`src/rtl/bpsk_pkg.sv`:
```
// Shared definitions for the BPSK burst scheduler and the modulator that
// consumes its sym_en / sym_bit outputs.
package bpsk_pkg;

  localparam int WORD_W     = 32;
  localparam int DIV_FACTOR = 544;
  localparam int REPEAT     = 4;
  localparam int GAP_SYMS   = 128;

  localparam logic [1:0] ST_IDLE = 2'd0;
  localparam logic [1:0] ST_ARM  = 2'd1;
  localparam logic [1:0] ST_SEND = 2'd2;
  localparam logic [1:0] ST_GAP  = 2'd3;

  // Bits needed to hold 0..max_val (never less than one bit).
  function automatic int cnt_w(input int max_val);
    return (max_val < 2) ? 1 : $clog2(max_val + 1);
  endfunction

endpackage

```
`src/rtl/sym_rate_gen.sv`:
```
// Free-running symbol-rate divider: counts 0..DIV_FACTOR-1 and flags the
// last clock of every symbol period.
module sym_rate_gen #(
  parameter int DIV_FACTOR = bpsk_pkg::DIV_FACTOR
) (
  input  logic i_clk,
  input  logic i_rst_n,
  output logic o_sym_tick
);
  import bpsk_pkg::*;

  localparam int               CNT_W    = cnt_w(DIV_FACTOR - 1);
  localparam logic [CNT_W-1:0] CNT_LAST = CNT_W'(DIV_FACTOR - 1);

  logic [CNT_W-1:0] r_cnt;

  always_ff @(posedge i_clk or negedge i_rst_n) begin
    if (!i_rst_n) begin
      r_cnt <= '0;
    end else if (r_cnt == CNT_LAST) begin
      r_cnt <= '0;
    end else begin
      r_cnt <= r_cnt + CNT_W'(1);
    end
  end

  // Gated by reset so a one-cycle divider cannot tick while held in reset.
  assign o_sym_tick = i_rst_n && (r_cnt == CNT_LAST);

endmodule

```
`src/rtl/bpsk_burst_sched.sv`:
```
// Two-requester BPSK burst scheduler: accepts a 32-bit word, sends it REPEAT
// times MSB first at the symbol rate, then stays silent for GAP_SYMS symbols.
module bpsk_burst_sched #(
  parameter int DIV_FACTOR = bpsk_pkg::DIV_FACTOR,
  parameter int REPEAT     = bpsk_pkg::REPEAT,
  parameter int GAP_SYMS   = bpsk_pkg::GAP_SYMS
) (
  input  logic        clk_in,
  input  logic        rst_n,
  input  logic        req0_valid,
  input  logic [31:0] req0_data,
  output logic        req0_ready,
  input  logic        req1_valid,
  input  logic [31:0] req1_data,
  output logic        req1_ready,
  output logic        sym_tick,
  output logic        sym_en,
  output logic        sym_bit,
  output logic        busy,
  output logic        grant_id,
  output logic        burst_done
);
  import bpsk_pkg::*;

  localparam int               BIT_W    = cnt_w(WORD_W - 1);
  localparam int               REP_W    = cnt_w(REPEAT - 1);
  localparam int               GAP_W    = cnt_w(GAP_SYMS - 1);
  localparam logic [BIT_W-1:0] BIT_LAST = BIT_W'(WORD_W - 1);
  localparam logic [REP_W-1:0] REP_LAST = REP_W'(REPEAT - 1);
  localparam logic [GAP_W-1:0] GAP_LAST = GAP_W'(GAP_SYMS - 1);

  logic [1:0]        r_state;
  logic [WORD_W-1:0] r_word;
  logic [BIT_W-1:0]  r_bit_idx;
  logic [REP_W-1:0]  r_rep;
  logic [GAP_W-1:0]  r_gap_cnt;
  logic              r_last_grant;
  logic              r_grant_id;
  logic              r_sym_en;
  logic              r_sym_bit;
  logic              r_burst_done;

  logic              w_tick;
  logic              w_idle;
  logic              w_sel;
  logic              w_ready0;
  logic              w_ready1;
  logic [BIT_W-1:0]  w_bit_nxt;

  sym_rate_gen #(
    .DIV_FACTOR(DIV_FACTOR)
  ) u_sym_rate_gen (
    .i_clk      (clk_in),
    .i_rst_n    (rst_n),
    .o_sym_tick (w_tick)
  );

  // Arbitration: a lone requester wins; on a tie the one not served last wins.
  always_comb begin
    w_sel = 1'b0;
    if (req0_valid && req1_valid) begin
      w_sel = ~r_last_grant;
    end else if (req1_valid) begin
      w_sel = 1'b1;
    end
  end

  assign w_idle    = rst_n && (r_state == ST_IDLE);
  assign w_ready0  = w_idle && req0_valid && !w_sel;
  assign w_ready1  = w_idle && req1_valid &&  w_sel;
  assign w_bit_nxt = (r_bit_idx == BIT_LAST) ? '0 : r_bit_idx + BIT_W'(1);

  always_ff @(posedge clk_in or negedge rst_n) begin
    if (!rst_n) begin
      r_state      <= ST_IDLE;
      r_word       <= '0;
      r_bit_idx    <= '0;
      r_rep        <= '0;
      r_gap_cnt    <= '0;
      r_last_grant <= 1'b1;
      r_grant_id   <= 1'b0;
      r_sym_en     <= 1'b0;
      r_sym_bit    <= 1'b0;
      r_burst_done <= 1'b0;
    end else begin
      r_burst_done <= 1'b0;
      case (r_state)
        ST_IDLE: begin
          if (w_ready0 || w_ready1) begin
            r_word       <= w_sel ? req1_data : req0_data;
            r_grant_id   <= w_sel;
            r_last_grant <= w_sel;
            r_state      <= ST_ARM;
          end
        end
        ST_ARM: begin
          if (w_tick) begin
            r_state   <= ST_SEND;
            r_bit_idx <= '0;
            r_rep     <= '0;
            r_sym_en  <= 1'b1;
            r_sym_bit <= r_word[WORD_W-1];
          end
        end
        ST_SEND: begin
          if (w_tick) begin
            r_bit_idx <= w_bit_nxt;
            r_sym_bit <= r_word[BIT_LAST - w_bit_nxt];
            if (r_bit_idx == BIT_LAST) begin
              if (r_rep == REP_LAST) begin
                r_state   <= ST_GAP;
                r_rep     <= '0;
                r_gap_cnt <= '0;
                r_sym_en  <= 1'b0;
                r_sym_bit <= 1'b0;
              end else begin
                r_rep <= r_rep + REP_W'(1);
              end
            end
          end
        end
        ST_GAP: begin
          if (w_tick) begin
            if (r_gap_cnt == GAP_LAST) begin
              r_gap_cnt    <= '0;
              r_state      <= ST_IDLE;
              r_burst_done <= 1'b1;
            end else begin
              r_gap_cnt <= r_gap_cnt + GAP_W'(1);
            end
          end
        end
        default: r_state <= ST_IDLE;
      endcase
    end
  end

  assign req0_ready = w_ready0;
  assign req1_ready = w_ready1;
  assign sym_tick   = w_tick;
  assign sym_en     = r_sym_en;
  assign sym_bit    = r_sym_bit;
  assign busy       = (r_state != ST_IDLE);
  assign grant_id   = r_grant_id;
  assign burst_done = r_burst_done;

endmodule
```
`config.mk`:
```
export PLATFORM = sky130hd
export DESIGN_NAME = bpsk_burst_sched
export DESIGN_NICKNAME = d
export VERILOG_FILES = /design/src/rtl/bpsk_pkg.sv /design/src/rtl/sym_rate_gen.sv /design/src/rtl/bpsk_burst_sched.sv
export SDC_FILE = /design/constraint.sdc
export NUM_CORES = 1
export LEC_CHECK = 0
export BUFFER_PORTS_ARGS = -buffer_cell sky130_fd_sc_hd__buf_2
export CAP_MARGIN = 5
export CELL_PAD_IN_SITES_DETAIL_PLACEMENT = 1
export CELL_PAD_IN_SITES_GLOBAL_PLACEMENT = 1
export CORE_MARGIN = 10
export CORE_UTILIZATION = 45
export DETAILED_ROUTE_END_ITERATION = 10
export HOLD_SLACK_MARGIN = 0.02
export PLACE_DENSITY_LB_ADDON = 0.3
export SLEW_MARGIN = 20
export SYNTH_ARGS = -nofsm -noshare
export SYNTH_HDL_FRONTEND = slang
export SYNTH_SLANG_ARGS = --single-unit
```
`constraint.sdc`:
```
create_clock -name clk_in -period 3.8 [get_ports clk_in]
set_input_delay 0.76 -clock clk_in [delete_from_list [all_inputs] [get_ports clk_in]]
set_output_delay 0.76 -clock clk_in [all_outputs]
set_load 0.03 [all_outputs]
```
Word level (Yosys, flattened, before mapping). Index checks and enable logic that the tools add are counted. W data, S select, Z words.

Register bits after elaboration: 63. Input port bits: 68. Output and inout port bits: 8. Word-level logic and storage cells: 93.

$add $sub $neg: 5. Magnitude comparators: 1. Equality and inequality tests: 14. Muxes and demuxes: 42. Bitwise operators: 1. Reductions and logical operators: 19.

Operators with widths (number): $mux W7 (5); $mux W32 (1); $mux W2 (11); $mux W5 (3); $mux W1 (14); $pmux W7 S2 (1); $ne A2 B2 Y1 const B (6); $add A10 B1 Y10 const B (1); $eq A10 B10 Y1 const B (1); $mux W10 (1); $pmux W5 S2 (1); $reduce_and A5 Y1 (2); $pmux W2 S4 (1); $add A7 B1 Y7 const B (1); $eq A7 B7 Y1 const B (1); $logic_and A1 B1 Y1 (7); $reduce_and A7 Y1 (1); $eq A2 B2 Y1 const B (3); $lt A5 B6 Y1 const B (1); $reduce_bool A2 Y1 (3); $add A5 B1 Y5 const B (1); $bmux W1 S5 (1); $eq A5 B5 Y1 const B (1); $sub A5 B5 Y5 const A (1); 12 further kinds (13).

Logic depth before layout (Yosys ltp).
Word-level depth: 9. Depth in mapped cells: 10. Gate-level depth less buffers: 8.

By module. From an unflattened synthesis, not the netlist that was laid out.

Cell total of the unflattened synthesis: 354. Area total of the unflattened synthesis: 3494.6 um^2.

By module, submodules not included: bpsk_burst_sched (instances 1, cells an instance 313, area each 3027.9 um^2, sequential area each 1327.5 um^2); sym_rate_gen (instances 1, cells an instance 41, area each 466.7 um^2, sequential area each 250.2 um^2).

Worst setup path after synthesis. OpenSTA, ideal clock, no wires.

Kind: input port to output port. From: input req1_valid. To: output req0_ready. Data arrival time: 1700 ps. Setup slack: 1340 ps. Stages on the path: 4. Path through: a21boi_0 > clkbuf_1 > buf_2 > nor2_1.

Longest elaborated chain between the ends: 4.

RTL lines: start: declaration (RTL line bpsk_burst_sched.sv:13) `input logic req1_valid,`; $mux W1 or $logic_and A1 B1 Y1 (tied branches) (RTL line bpsk_burst_sched.sv:63, bpsk_burst_sched.sv:61); $mux W1 (*) (RTL line bpsk_burst_sched.sv:61) `if (req0_valid && req1_valid) begin`; $logic_not A1 Y1 (*) (RTL line bpsk_burst_sched.sv:69) `assign w_ready0 = w_idle && req0_valid && !w_sel;`; $logic_and A1 B1 Y1 (*) (RTL line bpsk_burst_sched.sv:69); end: declaration (RTL line bpsk_burst_sched.sv:12) `output logic req0_ready,`.

Every way passes the cells marked *; elsewhere a longest branch is shown, timed or not.

Final worst setup path.
From: register r_bit_idx[0]. To: register r_sym_bit, in the netlist sym_bit.

Longest elaborated chain between the ends: 9.

RTL lines: start: declaration (RTL line bpsk_burst_sched.sv:34) `logic [BIT_W-1:0] r_bit_idx;`; start signal: assignment (RTL line bpsk_burst_sched.sv:107) `r_bit_idx <= w_bit_nxt;`; $add A5 B1 Y5 or $eq A5 B5 Y1 (tied branches) (RTL line bpsk_burst_sched.sv:71, bpsk_burst_sched.sv:109); $mux W5 (RTL line bpsk_burst_sched.sv:71) `assign w_bit_nxt = (r_bit_idx == BIT_LAST) ? '0 : r_bit_idx + BIT_W'(1);`; $sub A5 B5 Y5 (RTL line bpsk_burst_sched.sv:108) `r_sym_bit <= r_word[BIT_LAST - w_bit_nxt];`; $bmux W1 S5 (RTL line bpsk_burst_sched.sv:108); $mux W1 (not written as such) (RTL line bpsk_burst_sched.sv:108); $mux W1 (RTL line bpsk_burst_sched.sv:110) `if (r_rep == REP_LAST) begin`; $mux W1 (*) (RTL line bpsk_burst_sched.sv:109) `if (r_bit_idx == BIT_LAST) begin`; $mux W1 (*) (RTL line bpsk_burst_sched.sv:106) `if (w_tick) begin`; $pmux W1 S2 (*) (RTL line bpsk_burst_sched.sv:87) `case (r_state)`; end signal: assignment (RTL line bpsk_burst_sched.sv:102) `r_sym_bit <= r_word[WORD_W-1];`; end signal: assignment (RTL line bpsk_burst_sched.sv:108); end: declaration (RTL line bpsk_burst_sched.sv:40) `logic r_sym_bit;`.

Every way passes the cells marked *; elsewhere a longest branch is shown, timed or not. The select of a mux whose other input is x is not followed. A chain may end at the register's enable or synchronous reset.

==> flow_metrics.tcl <==
set metrics [dict create \
    outcome "finished, final reports clean" \
    clk_pin_slew_worst_paths_ps 70 \
    grt_max_degree 67 \
    max-cap-violations 0 \
    yosysSeqAreaShare_pct 46.2 \
    rsz0062_at_grt "false" \
    p_leak_nw 1.95 \
    path_class "flip-flop to flip-flop" \
    whs_ps 471 \
    die_area_mm2 0.0115 \
    cts_buffers 9 \
    io_buffers 75 \
    dr_total_vias 2787 \
    cts_root_buf "clkbuf_8" \
    hpwl_mm 6.38 \
    grt_pass1_vias 3089 \
    drc 0 \
    synthFlopType "dfrtp_1" \
    cts_tree "yes" \
    finalHoldViolCount 0 \
    fp.coreArea_mm2 0.00733 \
    vdd_ir_drop_max_uv 142 \
    clk_path_buf_depth 2 \
    post_synth.cell_area_avg_um2 9.98 \
    cp_data_arrival_time_ps 3210 \
    avgViaCountPerCell 5.39 \
    start_kind "flip-flop" \
    crit_chain "buf_4, ha_1, and3_1, ha_1, nor2_1, a221o_1, a2111oi_0, a211oi_1, a31o_1" \
    required_ps 4040 \
    row_count 31 \
    clock_latency_ps 340 \
    power.density_mw_per_mm2 315 \
    ys_ff_latch 63 \
    antennaDiodeCount 0 \
    antenna_found_initial 0 \
    gp_congestion 0.796 \
    synth_area_mm2 0.00341 \
    fin_crit_sh_pct 78.1 \
    cp_max_fo 22 \
    wirelength_mm 8.61 \
    crit_slowest_cell "ha_1" \
    synthCells 342 \
    grtUsageTotal_pct 15.7 \
    cpMostUsedCell "ha_1" \
    critPathMaxStageDelay_ps 600 \
    post_cts_buffers 0 \
    dr.pass1.iters 4 \
    finalSetupTns_ps 0 \
    maxSlewViolCount 0 \
    end_kind "flip-flop" \
    finalClockSkew_ps 7.56 \
    period_minus_slack_ps 2970 \
    ctsResizeCount 0 \
    synth_warnings 0 \
    cts_sinks 63 \
    ant_nets 0 \
    synthArstFlopShare_pct 100 \
    finalSetupViolCount 0 \
    syn_nets 420 \
    die_x_um 107 \
    layout-drive-gt1-share_pct 25.1 \
    timing.reg2reg.setup_slack_ps 830 \
    initial_core_util_pct 46.5 \
    holdCritPathClass "input port to asynchronous set/reset pin" \
    die_y_um 107 \
    timing.fmax_mhz 337 \
    grt_overflow 0 \
    drt-initial-drc-count 78 \
    cts_max_level 3 \
    max_slew_margin_pct 43.5 \
    worstReg2RegEnd "sym_bit" \
    syn2layout_area_growth_pct 18.1 \
    cts_hold_buf 0 \
    fin_nets 491 \
    tightestPinTransition_ps 841 \
    ioPinCount 76 \
    grt_pass1_wl_mm 14.6 \
    worstRegToRegCells 9 \
    synth_cell_types 58 \
    r2r_start "r_bit_idx[0]" \
    synth_edf_count 0 \
    wl_per_cell_um 16.6 \
]
-- area by class of cell --
type / count / area, um2
Timing Repair Buffer: 79 / 405
Multi-Input combinational cell: 250 / 1710
Clock inverter: 4 / 22.5
Fill cell: 863 / 3300
Tap cell: 99 / 124
Clock buffer: 12 / 145
Sequential cell: 63 / 1580
Inverter: 10 / 42.5
-- layer usage --
layer  vias to the layer above  share of wire [%]  track usage, %
met5                         -                  0               0
met4                         0               0.85            5.22
met3                         6                3.6            4.49
met2                        51                 50            25.5
met1                      1367                 46            19.5
li1                       1363                  -               -
-- cell usage in the layout, fill, tap and decap left out, drive strengths merged, types with 2 or more instances in the layout --
master,count
clkinv,4
buf,79
a22o,4
nor2b,5
and3,3
inv,9
o21ai,46
a21o,4
a21oi,5
xor2,2
a21boi,2
xnor2,8
a32o,2
nor3,5
mux4,3
ha,10
nor2,13
mux2i,35
dfrtp,62
nand3,12
clkbuf,12
o211ai,3
mux2,2
o31ai,7
nand4,3
or2,2
nand2,51
-- report_power, final --
group          total (mW)  switching [mW]  internal [mW]
sequential          0.670               0          0.670
combinational      0.0810          0.0392         0.0419
clock               0.519           0.267          0.252
-- kinds of logic after synthesis --
group           count (synthesis)  share of synthesized area (%)
mux                            40                           13.1
flops                          63                           46.2
compound gates                 87                           16.3
xor+xnor                       10                           2.57
simple gates                  103                           14.2
buf+inv                        29                           3.92
fa+ha+maj                      10                           3.67
-- critical path, delay by kind of cell, from the launching register on --
family,cells,cell delay (ps)
AOI/OAI and AO/OA,4,1080
adders and majority gates,2,830
and+or+nand+nor,2,380
DFF,1,330
buffers and inverters,1,240
-- how the worst max path moves through the flow --
stage	endpoint	slack (ps)	from
after floorplan	req0_ready	1340	req1_valid
after global placement	sym_bit	980	r_bit_idx[0]
after detailed placement	sym_bit	830	r_bit_idx[0]
after CTS	sym_bit	830	r_bit_idx[0]
after global routing	sym_bit	530	r_bit_idx[0]
final	sym_bit	830	r_bit_idx[0]
-- metrics by stage --
stage	area [um2]	util [%]	instances	total power, mW	worst slack [ps]
6_report	4030	55.0	517	1.27	831
5_1_grt	4030	55.0	517	1.32	531
4_1_cts	4030	55.0	517	1.28	828
3_5_place_dp	3860	52.7	501	0.766	831
3_3_place_gp	3860	52.7	501	0.764	983
2_1_floorplan	3410	-	342	0.712	1340
-- cells in the mapped netlist (3+ instances only) --
library cell	number	area share (%)
nand3_1	12	1.8
nor2b_1	5	0.92
nor2_1	13	1.4
and3_1	3	0.55
a21oi_1	5	0.73
dfrtp_1	62	45
o211ai_1	3	0.66
a22o_1	4	1.0
a21o_1	4	0.88
nand4_1	3	0.55
nor3_1	5	0.73
inv_1	9	0.99
buf_2	7	1.0
nand2_1	49	5.4
xnor2_1	8	2.1
ha_1	10	3.7
mux2i_1	35	10
o21ai_0	45	6.6
o31ai_1	7	1.5
clkbuf_1	10	1.1
-- flip-flops by register name, summed over array words and instances (netlist names), 2 cells and up --
name / flops
r_state: 2
u_sym_rate_gen.r_cnt: 10
r_gap_cnt: 7
r_word: 32
r_rep: 2
r_bit_idx: 5
No activity file was read; power rests on OpenSTA's default activity.
